File: config.mk
export PLATFORM = sky130hd
export DESIGN_NAME = fsgn_pipe_flat
export DESIGN_NICKNAME = d
export VERILOG_FILES = /design/src/rtl/fsgn_pkg.sv /design/src/rtl/fsgn_pipe_if.sv /design/src/rtl/fsgn_stage.sv /design/src/rtl/fsgn_pipe.sv /design/src/flat_wrapper.sv
export SDC_FILE = /design/constraint.sdc
export NUM_CORES = 1
export LEC_CHECK = 0
export ABC_AREA = 1
export ABC_CLOCK_PERIOD_IN_PS = 1680
export BUFFER_PORTS_ARGS = -buffer_cell sky130_fd_sc_hd__buf_2
export CORE_MARGIN = 2
export CORE_UTILIZATION = 33
export CTS_CLUSTER_SIZE = 10
export DETAILED_ROUTE_END_ITERATION = 8
export PLACE_DENSITY = 0.74
export SLEW_MARGIN = 20
export SYNTH_ARGS = -nofsm -noshare
export SYNTH_HDL_FRONTEND = slang
export SYNTH_SLANG_ARGS = --single-unit
File: constraint.sdc
create_clock -name sys_clk -period 1.68 [get_ports sys_clk]
set_clock_uncertainty 0.2 [all_clocks]
set_input_delay 0.084 -clock sys_clk [delete_from_list [all_inputs] [get_ports sys_clk]]
set_output_delay 0.084 -clock sys_clk [all_outputs]
set_load 0.005 [all_outputs]
File: src/rtl/fsgn_pkg.sv
// Shared types and combinational helpers for the fsgn_pipe sign-manipulation unit.
// fclass10 is only referenced when FSGN_CLASS_EN is defined.
package fsgn_pkg;

    localparam int unsigned STAGES_MAX = 4;

    typedef enum logic [2:0] {
        FABS   = 3'd0,
        FNEG   = 3'd1,
        FSGNJ  = 3'd2,
        FSGNJN = 3'd3,
        FSGNJX = 3'd4,
        FMV    = 3'd5
    } fsgn_op_e;

    typedef struct packed {
        logic sign;
        logic illegal;
    } fsgn_res_t;

    // Only the sign bits matter; the caller splices the sign back onto x's magnitude.
    function automatic fsgn_res_t fsgn_calc(input logic [2:0] op, input logic x_sign,
                                            input logic z_sign);
        fsgn_res_t r;
        r.illegal = 1'b0;
        r.sign    = x_sign;
        case (op)
            FABS:    r.sign = 1'b0;
            FNEG:    r.sign = ~x_sign;
            FSGNJ:   r.sign = z_sign;
            FSGNJN:  r.sign = ~z_sign;
            FSGNJX:  r.sign = x_sign ^ z_sign;
            FMV:     r.sign = x_sign;
            default: r.illegal = 1'b1;
        endcase
        return r;
    endfunction

    // RISC-V fclass one-hot; y is zero-extended, dbl selects the binary64 field layout.
    function automatic logic [9:0] fclass10(input logic [63:0] y, input logic dbl);
        logic s, e_max, e_zero, m_zero, quiet;
        logic [9:0] c;
        if (dbl) begin
            s      = y[63];
            e_max  = &y[62:52];
            e_zero = ~|y[62:52];
            m_zero = ~|y[51:0];
            quiet  = y[51];
        end else begin
            s      = y[31];
            e_max  = &y[30:23];
            e_zero = ~|y[30:23];
            m_zero = ~|y[22:0];
            quiet  = y[22];
        end
        if (e_max && m_zero)       c = s ? 10'h001 : 10'h080;
        else if (e_max)            c = quiet ? 10'h200 : 10'h100;
        else if (e_zero && m_zero) c = s ? 10'h008 : 10'h010;
        else if (e_zero)           c = s ? 10'h004 : 10'h020;
        else                       c = s ? 10'h002 : 10'h040;
        return c;
    endfunction

endpackage

File: src/rtl/fsgn_pipe_if.sv
// Request/result handshake bundle for fsgn_pipe; out_class exists only with FSGN_CLASS_EN.
interface fsgn_pipe_if #(
    parameter int unsigned FLEN  = 32,
    parameter int unsigned TAG_W = 5
);
    logic             in_valid;
    logic             in_ready;
    logic [2:0]       in_op;
    logic [FLEN-1:0]  in_x;
    logic [FLEN-1:0]  in_z;
    logic [TAG_W-1:0] in_tag;
    logic             out_valid;
    logic             out_ready;
    logic [FLEN-1:0]  out_y;
    logic [TAG_W-1:0] out_tag;
    logic             out_illegal;
`ifdef FSGN_CLASS_EN
    logic [9:0]       out_class;
`endif

    modport master (
        output in_valid, in_op, in_x, in_z, in_tag, out_ready,
        input  in_ready, out_valid, out_y, out_tag, out_illegal
`ifdef FSGN_CLASS_EN
        , input out_class
`endif
    );

    modport slave (
        input  in_valid, in_op, in_x, in_z, in_tag, out_ready,
        output in_ready, out_valid, out_y, out_tag, out_illegal
`ifdef FSGN_CLASS_EN
        , output out_class
`endif
    );
endinterface

File: src/rtl/fsgn_stage.sv
// One pipeline slice: loads upstream valid/payload when told to advance, otherwise holds.
module fsgn_stage #(
    parameter int unsigned W = 1
) (
    input  logic         clk,
    input  logic         rst,
    input  logic         load,
    input  logic         up_valid,
    input  logic [W-1:0] up_data,
    output logic         valid,
    output logic [W-1:0] data
);
    always_ff @(posedge clk) begin
        if (rst) begin
            valid <= 1'b0;
            data  <= '0;
        end else if (load) begin
            valid <= up_valid;
            data  <= up_data;
        end
    end
endmodule

File: src/rtl/fsgn_pipe.sv
// fsgn_pipe: FABS/FNEG/FSGNJ/FSGNJN/FSGNJX/FMV unit with STAGES-deep valid/ready pipeline.
// Defining FSGN_CLASS_EN adds a pipelined RISC-V fclass result (out_class).
module fsgn_pipe
    import fsgn_pkg::*;
#(
    parameter int unsigned FLEN   = 32,
    parameter int unsigned STAGES = 1,
    parameter int unsigned TAG_W  = 5
) (
    input logic       sys_clk,
    input logic       rst,
    fsgn_pipe_if.slave bus
);
`ifdef FSGN_CLASS_EN
    localparam int unsigned CLW = 10;
`else
    localparam int unsigned CLW = 0;
`endif
    localparam int unsigned PW = CLW + 1 + TAG_W + FLEN;

    fsgn_res_t         res;
    logic [FLEN-1:0]   y0;
    logic [PW-1:0]     d0;
    logic              acc;
    logic [STAGES-1:0] v;
    logic [STAGES-1:0] adv;
    logic [PW-1:0]     d [STAGES];

    if (STAGES < 1 || STAGES > STAGES_MAX) begin : g_bad_stages
        $error("fsgn_pipe: STAGES must be 1..%0d", STAGES_MAX);
    end

    always_comb res = fsgn_calc(bus.in_op, bus.in_x[FLEN-1], bus.in_z[FLEN-1]);
    assign y0 = {res.sign, bus.in_x[FLEN-2:0]};

`ifdef FSGN_CLASS_EN
    if (FLEN != 32 && FLEN != 64) begin : g_bad_flen
        $error("fsgn_pipe: FSGN_CLASS_EN supports FLEN 32 or 64 only");
    end
    assign d0 = {fclass10(64'(y0), FLEN == 64), res.illegal, bus.in_tag, y0};
`else
    assign d0 = {res.illegal, bus.in_tag, y0};
`endif

    assign acc          = bus.in_valid & adv[0];
    assign bus.in_ready = adv[0];

    for (genvar i = 0; i < STAGES; i++) begin : g_stage
        logic          up_v;
        logic [PW-1:0] up_d;

        // Equivalent to the ripple "next advances or I am empty": any hole downstream
        // (or a pop) lets this slot move; derived from registers only, so no comb chain.
        assign adv[i] = bus.out_ready | ~(&v[STAGES-1:i]);

        if (i == 0) begin : g_first
            assign up_v = acc;
            assign up_d = d0;
        end else begin : g_next
            assign up_v = v[i-1];
            assign up_d = d[i-1];
        end

        fsgn_stage #(.W(PW)) u_stage (
            .clk     (sys_clk),
            .rst     (rst),
            .load    (adv[i]),
            .up_valid(up_v),
            .up_data (up_d),
            .valid   (v[i]),
            .data    (d[i])
        );
    end

    assign bus.out_valid   = v[STAGES-1];
    assign bus.out_y       = d[STAGES-1][FLEN-1:0];
    assign bus.out_tag     = d[STAGES-1][FLEN +: TAG_W];
    assign bus.out_illegal = d[STAGES-1][FLEN+TAG_W];
`ifdef FSGN_CLASS_EN
    assign bus.out_class   = d[STAGES-1][FLEN+TAG_W+1 +: 10];
`endif
endmodule

File: src/flat_wrapper.sv
// flat-port wrapper written by rule: the top's interface ports become plain ports
module fsgn_pipe_flat import fsgn_pkg::*;
#(
    parameter int unsigned FLEN   = 32,
    parameter int unsigned STAGES = 1,
    parameter int unsigned TAG_W  = 5
)
  (sys_clk, rst, bus_in_valid, bus_in_op, bus_in_x, bus_in_z, bus_in_tag, bus_out_ready, bus_in_ready, bus_out_valid, bus_out_y, bus_out_tag, bus_out_illegal);
  fsgn_pipe_if #(.FLEN(FLEN), .TAG_W(TAG_W)) bus_i ();
  input logic sys_clk;
  input logic rst;
  input wire logic [$bits(bus_i.in_valid)-1:0] bus_in_valid;
  input wire logic [$bits(bus_i.in_op)-1:0] bus_in_op;
  input wire logic [$bits(bus_i.in_x)-1:0] bus_in_x;
  input wire logic [$bits(bus_i.in_z)-1:0] bus_in_z;
  input wire logic [$bits(bus_i.in_tag)-1:0] bus_in_tag;
  input wire logic [$bits(bus_i.out_ready)-1:0] bus_out_ready;
  output wire logic [$bits(bus_i.in_ready)-1:0] bus_in_ready;
  output wire logic [$bits(bus_i.out_valid)-1:0] bus_out_valid;
  output wire logic [$bits(bus_i.out_y)-1:0] bus_out_y;
  output wire logic [$bits(bus_i.out_tag)-1:0] bus_out_tag;
  output wire logic [$bits(bus_i.out_illegal)-1:0] bus_out_illegal;
  assign bus_i.in_valid = bus_in_valid;
  assign bus_i.in_op = bus_in_op;
  assign bus_i.in_x = bus_in_x;
  assign bus_i.in_z = bus_in_z;
  assign bus_i.in_tag = bus_in_tag;
  assign bus_i.out_ready = bus_out_ready;
  assign bus_in_ready = bus_i.in_ready;
  assign bus_out_valid = bus_i.out_valid;
  assign bus_out_y = bus_i.out_y;
  assign bus_out_tag = bus_i.out_tag;
  assign bus_out_illegal = bus_i.out_illegal;
  fsgn_pipe #(.FLEN(FLEN), .STAGES(STAGES), .TAG_W(TAG_W)) u_core (.sys_clk(sys_clk), .rst(rst), .bus(bus_i));
endmodule
# Word level (Yosys, flattened, before mapping)
# Cells that the tools add are included.
word_totals:
  word_cells: 17
  in_bits: 76
  ff_bits: 39
  out_inout_bits: 40
op_classes:
  muxes: 2
  n_bitwise: 6
  reduce_logical: 2
  eq_ne: 5
op_table:
  columns: ["op", "count"]
  rows:
  - ["3-bit by 2-bit == test with 1-bit output, second input constant", 2]
  - ["3-bit == test, second input constant", 2]
  - ["6-bit OR reduction", 1]
  - ["1-bit case mux with 5 select lines", 1]
  - ["3-bit by 1-bit == test with 1-bit output, second input constant", 1]
  - ["3-bit zero test", 1]
  - ["1-bit NOT", 3]
  - ["1-bit AND", 1]
  - ["1-bit 2-to-1 mux", 1]
  - ["1-bit bitwise OR", 1]
  - ["1-bit bitwise XOR", 1]

# Longest topological paths before layout
# Gate-level depths: netlist of the first run.
depth:
  ltp_word: 3
  mapped_depth: 7
  ltp_nobuf: 7

# Modules after synthesis
# A second synthesis of the first run with hierarchy kept.
unflattened:
  hier_cells: 272
  hier_area_um2: 1719.1
modules_own_cells:
  columns: ["module", "cells_each", "area_each_um2", "seq_area_each_um2", "instances"]
  rows:
  - ["fsgn_stage", 248, 1609.0, 780.7, 1]
  - ["fsgn_pipe", 24, 110.1, 0.0, 1]

# Worst setup path before layout of the first run
# No wires, ideal clock.
synth_timing:
  kind: "reg2reg"
  startpoint: "register u_core.g_stage[0].u_stage.valid"
  endpoint: "register u_core.g_stage[0].u_stage.data[10]"
  t_arrival_ns: 0.890
  path_stages_with_launch: 7
  t_required_ns: 1.414
  n_path_buf: 2
  slack_ns: 0.524
  synth_period_minus_slack_ns: 1.156
  path_cell_list: "dfxtp_1 nand2_2 inv_2 buf_6 buf_6 nand2_2 a21oi_2"
synth_between:
  elab_chain_cells: 2
synth_lines:
  columns: ["element", "line_no", "text"]
  rows:
  - ["start, declared", "fsgn_stage.sv:10", "output logic valid,"]
  - ["start signal, assigned", "fsgn_stage.sv:18", "valid <= up_valid;"]
  - ["1-bit NOT", "fsgn_pipe.sv:54", "assign adv[i] = bus.out_ready | ~(&v[STAGES-1:i]);"]
  - ["1-bit bitwise OR", "fsgn_pipe.sv:54", null]
  - ["end signal, assigned", "fsgn_stage.sv:19", "data <= up_data;"]
  - ["end, declared", "fsgn_stage.sv:11", "output logic [W-1:0] data"]
# Every way passes these cells.
# A chain may end at the register's enable or synchronous reset.

# Worst setup path after layout of the first run
layout_timing:
  startpoint: "register u_core.g_stage[0].u_stage.valid"
  endpoint: "register u_core.g_stage[0].u_stage.data[30]"
# The elaborated chain is that of the path after synthesis.

==> out/qor.csv, run 1 <==
stage;metric;value;unit
detailed_routing;routed-via-count;1649;
layout;diodes;0;
min_path;hold_class;input pin to register;
critical_path;path_buf_inv;1;
global_route;grt_pass1_wl;7.100;mm
global_route;grt_pass1_vias;1625;
global_route;grtUsageTotal;17.49;%
critical_path;reg2reg_to;u_core.g_stage[0].u_stage.data[30];
sta;relSlewSlack;75.36;%
floorplanning;io_pins;116;
power;vdd_drop_max;0.0004909;V
critical_path;cp.arrival;1.38;ns
sta;fin_tns_setup;0;ns
sta;slew_viol_final;0;
logic_synthesis;yosysSeqAreaShare;52.35;%
critical_path;critPathLaunchType;register;
layout;nets;387;
sta;tightest_slew;0.3696;ns
critical_path;rr_worst_depth;4;
run_status;violations;hold timing;
sta;finalCriticalPeriod;1.358;ns
critical_path;critPathSlowestCell;dfxtp_1;
critical_path;cp-end-kind;register;
placed_design;portBuffers;84;
sta;rsz0062_at_grt;no;
cts;post_cts_resized;0;
sta;fin_hold_ws;-0.001214;ns
critical_path;required;1.70;ns
global_route;grt_overflow_total;0;
detailed_routing;drc;0;
critical_path;cp-startpoint;u_core.g_stage[0].u_stage.valid;
placed_design;dp_hpwl;2.492;mm
detailed_routing;drt_iter0_drc;53;
layout;syn2layout_area_growth;65.86;%
sta;fin_crit_sh;80.84;%
detailed_routing;via_per_inst;4.530;
placed_design;gp_congestion;0.7015;
global_route;grt_max_degree;26;
cts;clkLatencyLatePin;0.28;ns
cts;clockBufferDepth;2;
detailed_routing;wire_per_inst;11.88;um
critical_path;endpoint;u_core.g_stage[0].u_stage.data[30];
critical_path;critPathMaxStageDelay;0.32;ns
logic_synthesis;yosysMostFrequentCell;nand2_1;
detailed_routing;first_pass_iters;6;
power;power_per_cell_area;861.3;nW/um^2
detailed_routing;wirelength;4.325;mm
sta;setup_viol;0;
logic_synthesis;async_flop_share;0;%
critical_path;crit_fanout;24;
logic_synthesis;avgSynthCellArea;7.976;sq um
cts;h-tree-depth;2;
logic_synthesis;synth_edf_count;0;
floorplanning;die_w;71.23;um
critical_path;path_depth;4;
logic_synthesis;syn_area;1491;sq um
logic_synthesis;ys_types;14;
cts;cts_tree;yes;
power;leakagePower;1.228;nW
sta;hold_viol;1;
logic_synthesis;ys.flop_type;dfxtp_1;
logic_synthesis;syn-num-nets;263;
logic_synthesis;synthCells;187;
logic_synthesis;ys_top_cells_by_area;dfxtp_1, nand2_1, a21oi_1, a21oi_2, nand2_2;
logic_synthesis;synth_common_cells;nand2_1, dfxtp_1, a21oi_1;
placed_design;dp_cells;316;
logic_synthesis;ys_ff_latch;39;
floorplanning;num_rows;24;
logic_synthesis;synth_top_area_cell;dfxtp_1;
global_route;antenna_found_initial;0;
cts;clk_pin_slew;0.08;ns
critical_path;rr_startpoint;u_core.g_stage[0].u_stage.valid;
floorplanning;initial_core_util;34.25;%
run;cap_violations;0;
floorplanning;core;4354;sq um
layout;finalNonFillerCells;364;
critical_path;path_class;register to register;
placed_design;place_ws;0.3215;ns
layout;final_layout_size_suffix_gt1_share;38.46;%
floorplanning;dieArea;5073;sq um
floorplanning;die-height;71.23;um
layout;nFillCells;371;
logic_synthesis;synth_top_cell_area_share;52.35;%
cts;clock_tree.root_cell;clkbuf_8;
critical_path;r2r_slack;0.32;ns
cts;cts_buffers;5;
logic_synthesis;yosys_warnings;0;
critical_path;crit_family;flip-flops;
run_status;status;finished, violations left;
cts;cts.sinks;39;
detailed_routing;antenna_left;0;
sta;finalWorstSetupSlack;0.3219;ns
sta;max_freq;0.7363;GHz
critical_path;path_cells;nand2_2 > buf_4 > nand2_1 > a21oi_1;
logic make-up (layout without fill, tap and decap cells):
family / after synthesis / in the layout / synth area share [%]
compound gates: 39 / 39 / 15.77
flops: 39 / 39 / 52.35
simple gates: 92 / 92 / 25.34
buf+inv: 17 / 142 / 6.544
worst reg2reg max path: cells and delay by family, from the launching register on:
family	cells	cell delay, ns
flip-flops	1	0.32
buffers and inverters	1	0.31
AND/OR/NAND/NOR	2	0.30
AO/OA/AOI/OAI	1	0.16
state kept, by name, indices dropped and copies added, names as in the netlist:
| signal | count |
|---|---|
| u_core.g_stage.u_stage.data | 38 |
| u_core.g_stage.u_stage.valid | 1 |
worst min path at each step:
stage | endpoint | cells past startpoint | slack [ns] | start
after global routing | u_core.g_stage[0].u_stage.data[9] | 2 | 0.01 | rst
after floorplan | u_core.g_stage[0].u_stage.valid | 2 | 0.005 | bus_in_valid
after CTS | u_core.g_stage[0].u_stage.data[13] | 2 | 0.004 | rst
final | u_core.g_stage[0].u_stage.data[19] | 2 | -0.001 | rst
after detailed placement | u_core.g_stage[0].u_stage.valid | 3 | 0.10 | bus_in_valid
after global placement | u_core.g_stage[0].u_stage.valid | 3 | 0.1 | bus_in_valid
power breakdown:
group	internal [mW]	switching, mW
combinational	0.192	0.151
clock	0.442	0.331
sequential	0.984	0.0302
area by class of cell:
class / count / area [sq um] / area share (%)
clock inverter: 3 / 43.79 / 1.770
clock buffer: 5 / 68.82 / 2.782
inverter: 5 / 18.77 / 0.7587
timing repair buffer: 129 / 883.3 / 35.71
sequential: 39 / 780.7 / 31.56
tap: 52 / 65.06 / 2.630
multi-input combinational: 131 / 613.1 / 24.79
stage by stage:
step                instance area [sq um]  util, %  power [mW]
finish                               2474    56.81       2.131
floorplan                            1491        -       1.167
global placement                     1961    45.03       1.297
detailed placement                   1961    45.03       1.304
CTS                                  2474    56.81       2.154
global route                         2474    56.81       2.235
layout by cell type, fill, tap and decap left out, types with 2 or more instances in the layout:
master / instances
a21oi_1: 28
buf_2: 84
buf_12: 2
clkbuf_8: 5
a21oi_2: 10
nand3_1: 4
dlygate4sd3_1: 40
buf_4: 3
dfxtp_1: 39
nand2_1: 70
inv_2: 2
nand2_2: 11
nor2_1: 7
inv_1: 3
what timing repair did:
| action | 4_1_cts | 5_1_grt |
|---|---|---|
| hold buffers | 40 | 0 |
| buffers inserted | 0 | 0 |
| hold endpoints to repair | 39 | 0 |
layer usage:
metal  routed length, um  track usage, %
met1                1842           20.25
met2                2090           30.56
met3                 336           5.485
met4                  55           5.870
met5                   0               0
Note: power is estimated with default switching activity, not from simulation.
==> inputs of run 2 (changes only) <==
Settings changed: ABC_AREA 1 to 0, ABC_CLOCK_PERIOD_IN_PS 1680 to 1400.
Clock period 1.68 ns to 1.4 ns, I/O delays scaled along.
==> out/qor.csv, run 2 <==
stage;metric;value;unit;change
floorplanning;num_rows;24;;unchanged
cts;clock_tree.root_cell;clkbuf_8;;
sta;relSlewSlack;84.16;%;+8.8 points
power;p_int;1.756;mW;+8.5%
placed_design;dp_hpwl;2.440;mm;-2.1%
logic_synthesis;synthCells;178;;-4.8%
logic_synthesis;synth_top_area_cell;dfxtp_1;;
logic_synthesis;syn_area;1468;sq um;-1.6%
critical_path;path_buf_inv;2;;+1
logic_synthesis;ys.flop_type;dfxtp_1;;
detailed_routing;wirelength;4.189;mm;-3.1%
logic_synthesis;yosys_warnings;0;;unchanged
global_route;grt_use_met2;31.67;%;+1.1 points
power;seqPwrFrac;52.9;%;+5.3 points
run_status;status;finished clean;;
sta;setup_viol;0;;unchanged
logic_synthesis;async_flop_share;0;%;unchanged
layout;multi_input_area;613.1;sq um;unchanged
min_path;whs_endpoint;u_core.g_stage[0].u_stage.data[31];;
global_route;grt_overflow_total;0;;unchanged
global_route;gr-usage-met1;19.93;%;-0.32 points
critical_path;r2r_slack;0.09;ns;-0.23 ns
layout;design_area;2461;sq um;-0.51%
layout;final_layout_size_suffix_gt1_share;34.54;%;-3.9 points
detailed_routing;antenna_left;0;;unchanged
detailed_routing;drc;0;;unchanged
logic_synthesis;avgSynthCellArea;8.245;sq um;+3.4%
floorplanning;initial_core_util;33.94;%;-0.31 points
power;switching_share;23.53;%;-0.53 points
cts;clk_pin_slew;0.07;ns;about the same
layout;finish.utilization;56.92;%;+0.11 points
power;combPwrFrac;18.1;%;+2.0 points
logic_synthesis;ys_types;23;;+9
critical_path;path_depth;5;;+1
critical_path;path_class;input pin to register;;
logic_synthesis;synth_edf_count;0;;unchanged
power;leakagePower;1.192;nW;-3.0%
layout;largest_register;u_core.g_stage.u_stage.data;;
cts;clockBufferDepth;2;;unchanged
layout;reg.largest.list;u_core.g_stage.u_stage.data (38), u_core.g_stage.u_stage.valid (1);;
layout;seq_area;782.0;sq um;+0.16%
detailed_routing;first_pass_iters;4;;-2
sta;max_freq;0.7147;GHz;
floorplanning;io_pins;116;;unchanged
logic_synthesis;syn-num-nets;254;;-3.4%
power;power.switching;0.5401;mW;+5.4%
critical_path;rr_startpoint;u_core.g_stage[0].u_stage.valid;;
cts;cts.sinks;39;;unchanged
global_route;grt_pass1_wl;7.024;mm;-1.1%
critical_path;critPathLaunchType;input pin;;
detailed_routing;drt_iter0_drc;39;;-26%
critical_path;crit_family;buffers and inverters;;
sta;fin_hold_ws;0.002267;ns;+0.003481 ns
critical_path;rr_worst_depth;5;;+1
placed_design;portBuffers;84;;unchanged
logic_synthesis;synth_top_cell_area_share;53.20;%;+0.85 points
sta;slew_viol_final;0;;unchanged
logic_synthesis;ys_top_cells_by_area;dfxtp_1, nand2_1, a21oi_1, buf_6, buf_2;;
critical_path;path_cells;dlygate4sd3_1 > buf_2 > or3_4 > a31oi_2 > a2bb2oi_2;;
logic_synthesis;ys_ff_latch;39;;unchanged
global_route;antenna_found_initial;0;;unchanged
detailed_routing;routed-via-count;1599;;-3.0%
layout;syn2layout_area_growth;67.69;%;
min_path;hold_class;input pin to register;;
floorplanning;die_w;70.69;um;-0.75%
critical_path;crit_fanout;4;;-83%
critical_path;critPathMaxStageDelay;0.55;ns;+0.23 ns
critical_path;required;1.37;ns;-0.33 ns
global_route;grt_max_degree;23;;-12%
placed_design;gp_congestion;0.8144;;+16%
layout;diodes;0;;unchanged
cts;h-tree-depth;2;;unchanged
sta;fin_crit_sh;99.95;%;
sta;tightest_slew;0.2343;ns;-0.1353 ns
min_path;whs_path_depth;4;;+2
detailed_routing;via_per_inst;4.492;;-0.85%
sta;hold_viol;0;;-1
critical_path;reg2reg_to;u_core.g_stage[0].u_stage.data[37];;
global_route;grt_pass1_vias;1549;;-4.7%
floorplanning;core;4324;sq um;-0.69%
cts;cts_tree;yes;;
layout;nets;381;;-1.6%
placed_design;placed_area;1924;sq um;-1.9%
global_route;grtUsageTotal;17.41;%;-0.078 points
critical_path;cp-end-kind;register;;
floorplanning;die-height;70.69;um;-0.75%
sta;finalCriticalPeriod;1.399;ns;
min_path;hold_start;bus_in_x[31];;
critical_path;cp.arrival;1.37;ns;about the same
sta;rsz0062_at_grt;yes;;
layout;nFillCells;386;;+4.0%
logic_synthesis;yosysMostFrequentCell;nand2_1;;
cts;cts_buffers;5;;unchanged
layout;final_cell_mix;buf_2, nand2_1, dlygate4sd3_1;;
logic_synthesis;yosysSeqAreaShare;53.20;%;+0.85 points
floorplanning;dieArea;4997;sq um;-1.5%
run;cap_violations;0;;unchanged
power;vdd_drop_max;0.0003908;V;-20%
global_route;top_usage_layer;met2;;
critical_path;critPathSlowestCell;dlygate4sd3_1;;
detailed_routing;wire_per_inst;11.77;um;-0.97%
power;power_per_cell_area;932.8;nW/um^2;+8.3%
layout;largest_register_ffs;38;;unchanged
layout;layout_commonest_cell;buf_2;;
cts;clkLatencyLatePin;0.28;ns;about the same
logic_synthesis;synth_common_cells;nand2_1, dfxtp_1, a21oi_1;;
power;clkPwrFrac;29.0;%;-7.3 points
global_route;gr-usage-met3;5.556;%;+0.070 points
-- run 2: worst max path at each step --
stage | from | to
finish | bus_in_op[0] | u_core.g_stage[0].u_stage.data[31]
global route | u_core.g_stage[0].u_stage.valid | u_core.g_stage[0].u_stage.data[37]
CTS | u_core.g_stage[0].u_stage.valid | u_core.g_stage[0].u_stage.data[17]
detailed placement | u_core.g_stage[0].u_stage.valid | u_core.g_stage[0].u_stage.data[29]
global placement | u_core.g_stage[0].u_stage.valid | u_core.g_stage[0].u_stage.data[9]
floorplan | u_core.g_stage[0].u_stage.valid | u_core.g_stage[0].u_stage.data[10]
-- run 2: final cells by class --
class                           instances  area share (%)
Tap cell                               52           2.644
Multi-Input combinational cell        126           24.91
Sequential cell                        39           31.77
Timing Repair Buffer                  132           37.47
Inverter                                1          0.2542
Clock buffer                            6           2.949
-- run 2: tightest hold or removal path, delay by kind of cell --
family | cells | cell delay (ns)
buf+inv | 1 | 0.10
simple gates | 1 | 0.05
compound gates | 2 | 0.21
-- run 2: power by group through the flow --
stage               Clock, mW  Sequential [mW]  Combinational [mW]
floorplan                   0             1.25               0.141
global placement            0             1.24               0.305
detailed placement          0             1.24               0.308
CTS                     0.711             1.21               0.400
global route            0.758             1.22               0.460
finish                  0.665             1.22               0.416
-- run 2: logic make-up after synthesis --
logic type             synth area share (%)
DFF                                   53.20
and+or+nand+nor                       26.26
AOI/OAI and AO/OA                     14.41
buffers and inverters                 6.138
-- run 2: per-layer routing --
metal  share of wire, %  up-vias
li1                   -      828
met1                 41      697
met2                 50       69
met3                7.9        5
met4               0.93        0
met5                  0        -
-- run 2: through the flow --
stage               total power [mW]  instances  worst slack (ns)  setup TNS (ns)
floorplan                      1.388        178            0.1406               0
global route                   2.443        356         -0.007952        -0.01818
CTS                            2.324        356           0.02910               0
finish                         2.296        356         0.0007191               0
detailed placement             1.546        308           0.08238               0
global placement               1.540        308            0.1301               0
-- run 2: timing repair --
action | 4_1_cts | 5_1_grt
buffers inserted | 1 | 0
hold endpoints to repair | 39 | 0
hold buffers | 42 | 0
gates resized for setup | 2 | 10
pin swaps | 0 | 1
endpoints found under the setup margin | 1 | 40
==> inputs of run 3 (changes only) <==
Settings changed: ABC_CLOCK_PERIOD_IN_PS 1400 to 1340.
Clock period 1.4 ns to 1.34 ns, I/O delays scaled along.
==> out/qor.csv, run 3 (synthesized netlist as in run 2, its figures left out) <==
stage;metric;value;unit;change
run_status;status;finished clean;;
cts;clk_pin_slew;0.07;ns;about the same
critical_path;path_cells;nor2b_4 > inv_2 > buf_12 > buf_6;;
layout;final_cell_mix;buf_2, nand2_1, dlygate4sd3_1;;
critical_path;crit_fanout;3;;-1
critical_path;critPathLaunchType;register;;
floorplanning;io_pins;116;;unchanged
floorplanning;initial_core_util;33.94;%;unchanged
power;leakagePower;1.225;nW;+2.8%
sta;setup_viol;0;;unchanged
sta;hold_viol;0;;unchanged
placed_design;dp_hpwl;2.468;mm;+1.2%
critical_path;critPathMaxStageDelay;0.33;ns;-0.22 ns
min_path;hold_class;input pin to register;;
floorplanning;die-height;70.69;um;unchanged
floorplanning;num_rows;24;;unchanged
cts;clock_tree.root_cell;clkbuf_8;;
cts;cts_tree;yes;;
cts;cts_buffers;5;;unchanged
layout;final_layout_size_suffix_gt1_share;36.25;%;+1.7 points
global_route;grt_pass1_vias;1617;;+4.4%
power;finalPower;2.563;mW;+12%
layout;layout_commonest_cell;buf_2;;
detailed_routing;drt_iter0_drc;39;;unchanged
layout;multi_input_area;611.8;sq um;-0.20%
detailed_routing;routed-via-count;1642;;+2.7%
global_route;grt_overflow_total;0;;unchanged
placed_design;portBuffers;84;;unchanged
sta;finalCriticalPeriod;1.306;ns;
layout;diodes;0;;unchanged
critical_path;required;1.07;ns;-0.30 ns
sta;tightest_slew;0.2160;ns;-0.01830 ns
sta;rsz0062_at_grt;yes;;
detailed_routing;via_per_inst;4.548;;+1.3%
detailed_routing;wirelength;4.329;mm;+3.3%
min_path;whs_path_depth;4;;unchanged
floorplanning;dieArea;4997;sq um;unchanged
sta;slew_viol_final;0;;unchanged
power;power_per_cell_area;1022;nW/um^2;+9.5%
critical_path;cp.arrival;1.04;ns;-0.33 ns
detailed_routing;wire_per_inst;11.99;um;+1.9%
layout;nets;384;;+0.79%
critical_path;reg2reg_to;u_core.g_stage[0].u_stage.data[12];;
layout;nFillCells;394;;+2.1%
placed_design;place_ws;0.05612;ns;-0.02627 ns
critical_path;path_class;register to output port;;
detailed_routing;antenna_left;0;;unchanged
cts;h-tree-depth;2;;unchanged
floorplanning;core;4324;sq um;unchanged
layout;seq_area;782.0;sq um;unchanged
critical_path;endpoint;bus_in_ready;;
layout;largest_register;u_core.g_stage.u_stage.data;;
critical_path;cp-startpoint;u_core.g_stage[0].u_stage.valid;;
floorplanning;die_w;70.69;um;unchanged
critical_path;rr_startpoint;u_core.g_stage[0].u_stage.valid;;
sta;fin_crit_sh;97.44;%;
critical_path;critPathSlowestCell;dfxtp_2;;
global_route;antenna_found_initial;0;;unchanged
cts;clkLatencyLatePin;0.29;ns;about the same
detailed_routing;first_pass_iters;4;;unchanged
critical_path;rr_worst_depth;5;;unchanged
layout;reg.largest.list;u_core.g_stage.u_stage.data (38), u_core.g_stage.u_stage.valid (1);;
cts;cts.sinks;39;;unchanged
layout;largest_register_ffs;38;;unchanged
layout;syn2layout_area_growth;70.93;%;
sta;max_freq;0.7659;GHz;
sta;finalWorstSetupSlack;0.03437;ns;+0.03365 ns
sta;relSlewSlack;85.54;%;+1.4 points
global_route;grtUsageTotal;17.40;%;about the same
critical_path;r2r_slack;0.05;ns;-0.04 ns
detailed_routing;drc;0;;unchanged
run;cap_violations;0;;unchanged
cts;clockBufferDepth;2;;unchanged
placed_design;gp_congestion;0.8138;;about the same
global_route;grt_pass1_wl;7.031;mm;about the same
critical_path;cp-end-kind;output port;;
global_route;grt_max_degree;23;;unchanged
power;vdd_drop_max;0.0005535;V;+42%
-- run 3: repair_timing --
action                                 in CTS  in global routing
endpoints found under the hold margin      39                  0
resized for setup                           1                  8
hold buffers                               40                  0
setup endpoints to repair                   1                 38
buffers inserted                            5                  0
-- run 3: cell type report --
class,count,share of cell area [%]
Timing Repair Buffer,135,37.71
Sequential cell,39,31.17
Multi-Input combinational cell,126,24.39
Clock buffer,8,3.990
Tap cell,52,2.594
Inverter,1,0.1496
-- run 3: critical path: cells and delay by family (launching register included) --
family,cells,cell delay (ns)
flops,1,0.33
simple gates,1,0.14
buf+inv,3,0.27
-- run 3: where the power goes --
part	switching, mW	leakage (nW)	internal (mW)
sequential	0.0348	0.324	1.23
combinational	0.186	0.849	0.258
clock	0.380	0.0515	0.469
total	0.601	1.22	1.96
-- run 3: how the worst min path moves through the flow --
stage,from,to,slack (ns)
after floorplan,bus_in_valid,u_core.g_stage[0].u_stage.valid,-0.01
after detailed placement,bus_in_valid,u_core.g_stage[0].u_stage.valid,0.09
after global routing,bus_in_op[0],u_core.g_stage[0].u_stage.data[31],0.04
final,bus_in_z[31],u_core.g_stage[0].u_stage.data[31],0.01
after CTS,bus_in_op[0],u_core.g_stage[0].u_stage.data[31],0.008
after global placement,bus_in_valid,u_core.g_stage[0].u_stage.valid,0.08
-- run 3: per-stage QoR --
step / util, % / TNS [ns] / instance area, sq um / hold WS, ns / std cells
detailed placement: 44.79 / 0 / 1937 / 0.08701 / 308
global route: 58.02 / -0.1705 / 2509 / 0.03769 / 361
finish: 58.02 / 0 / 2509 / 0.01064 / 361
CTS: 57.26 / 0 / 2476 / 0.008030 / 361
floorplan: - / 0 / 1468 / -0.01233 / 178
global placement: 44.79 / 0 / 1937 / 0.07682 / 308
-- run 3: per-layer routing --
| metal | share of wire, % | track usage [%] | vias up |
|---|---|---|---|
| met5 | 0 | 0 | - |
| met4 | 0.69 | 4.403 | 0 |
| met3 | 8.5 | 6.125 | 4 |
| met2 | 52 | 33.33 | 72 |
| met1 | 39 | 17.85 | 730 |
| li1 | - | - | 836 |
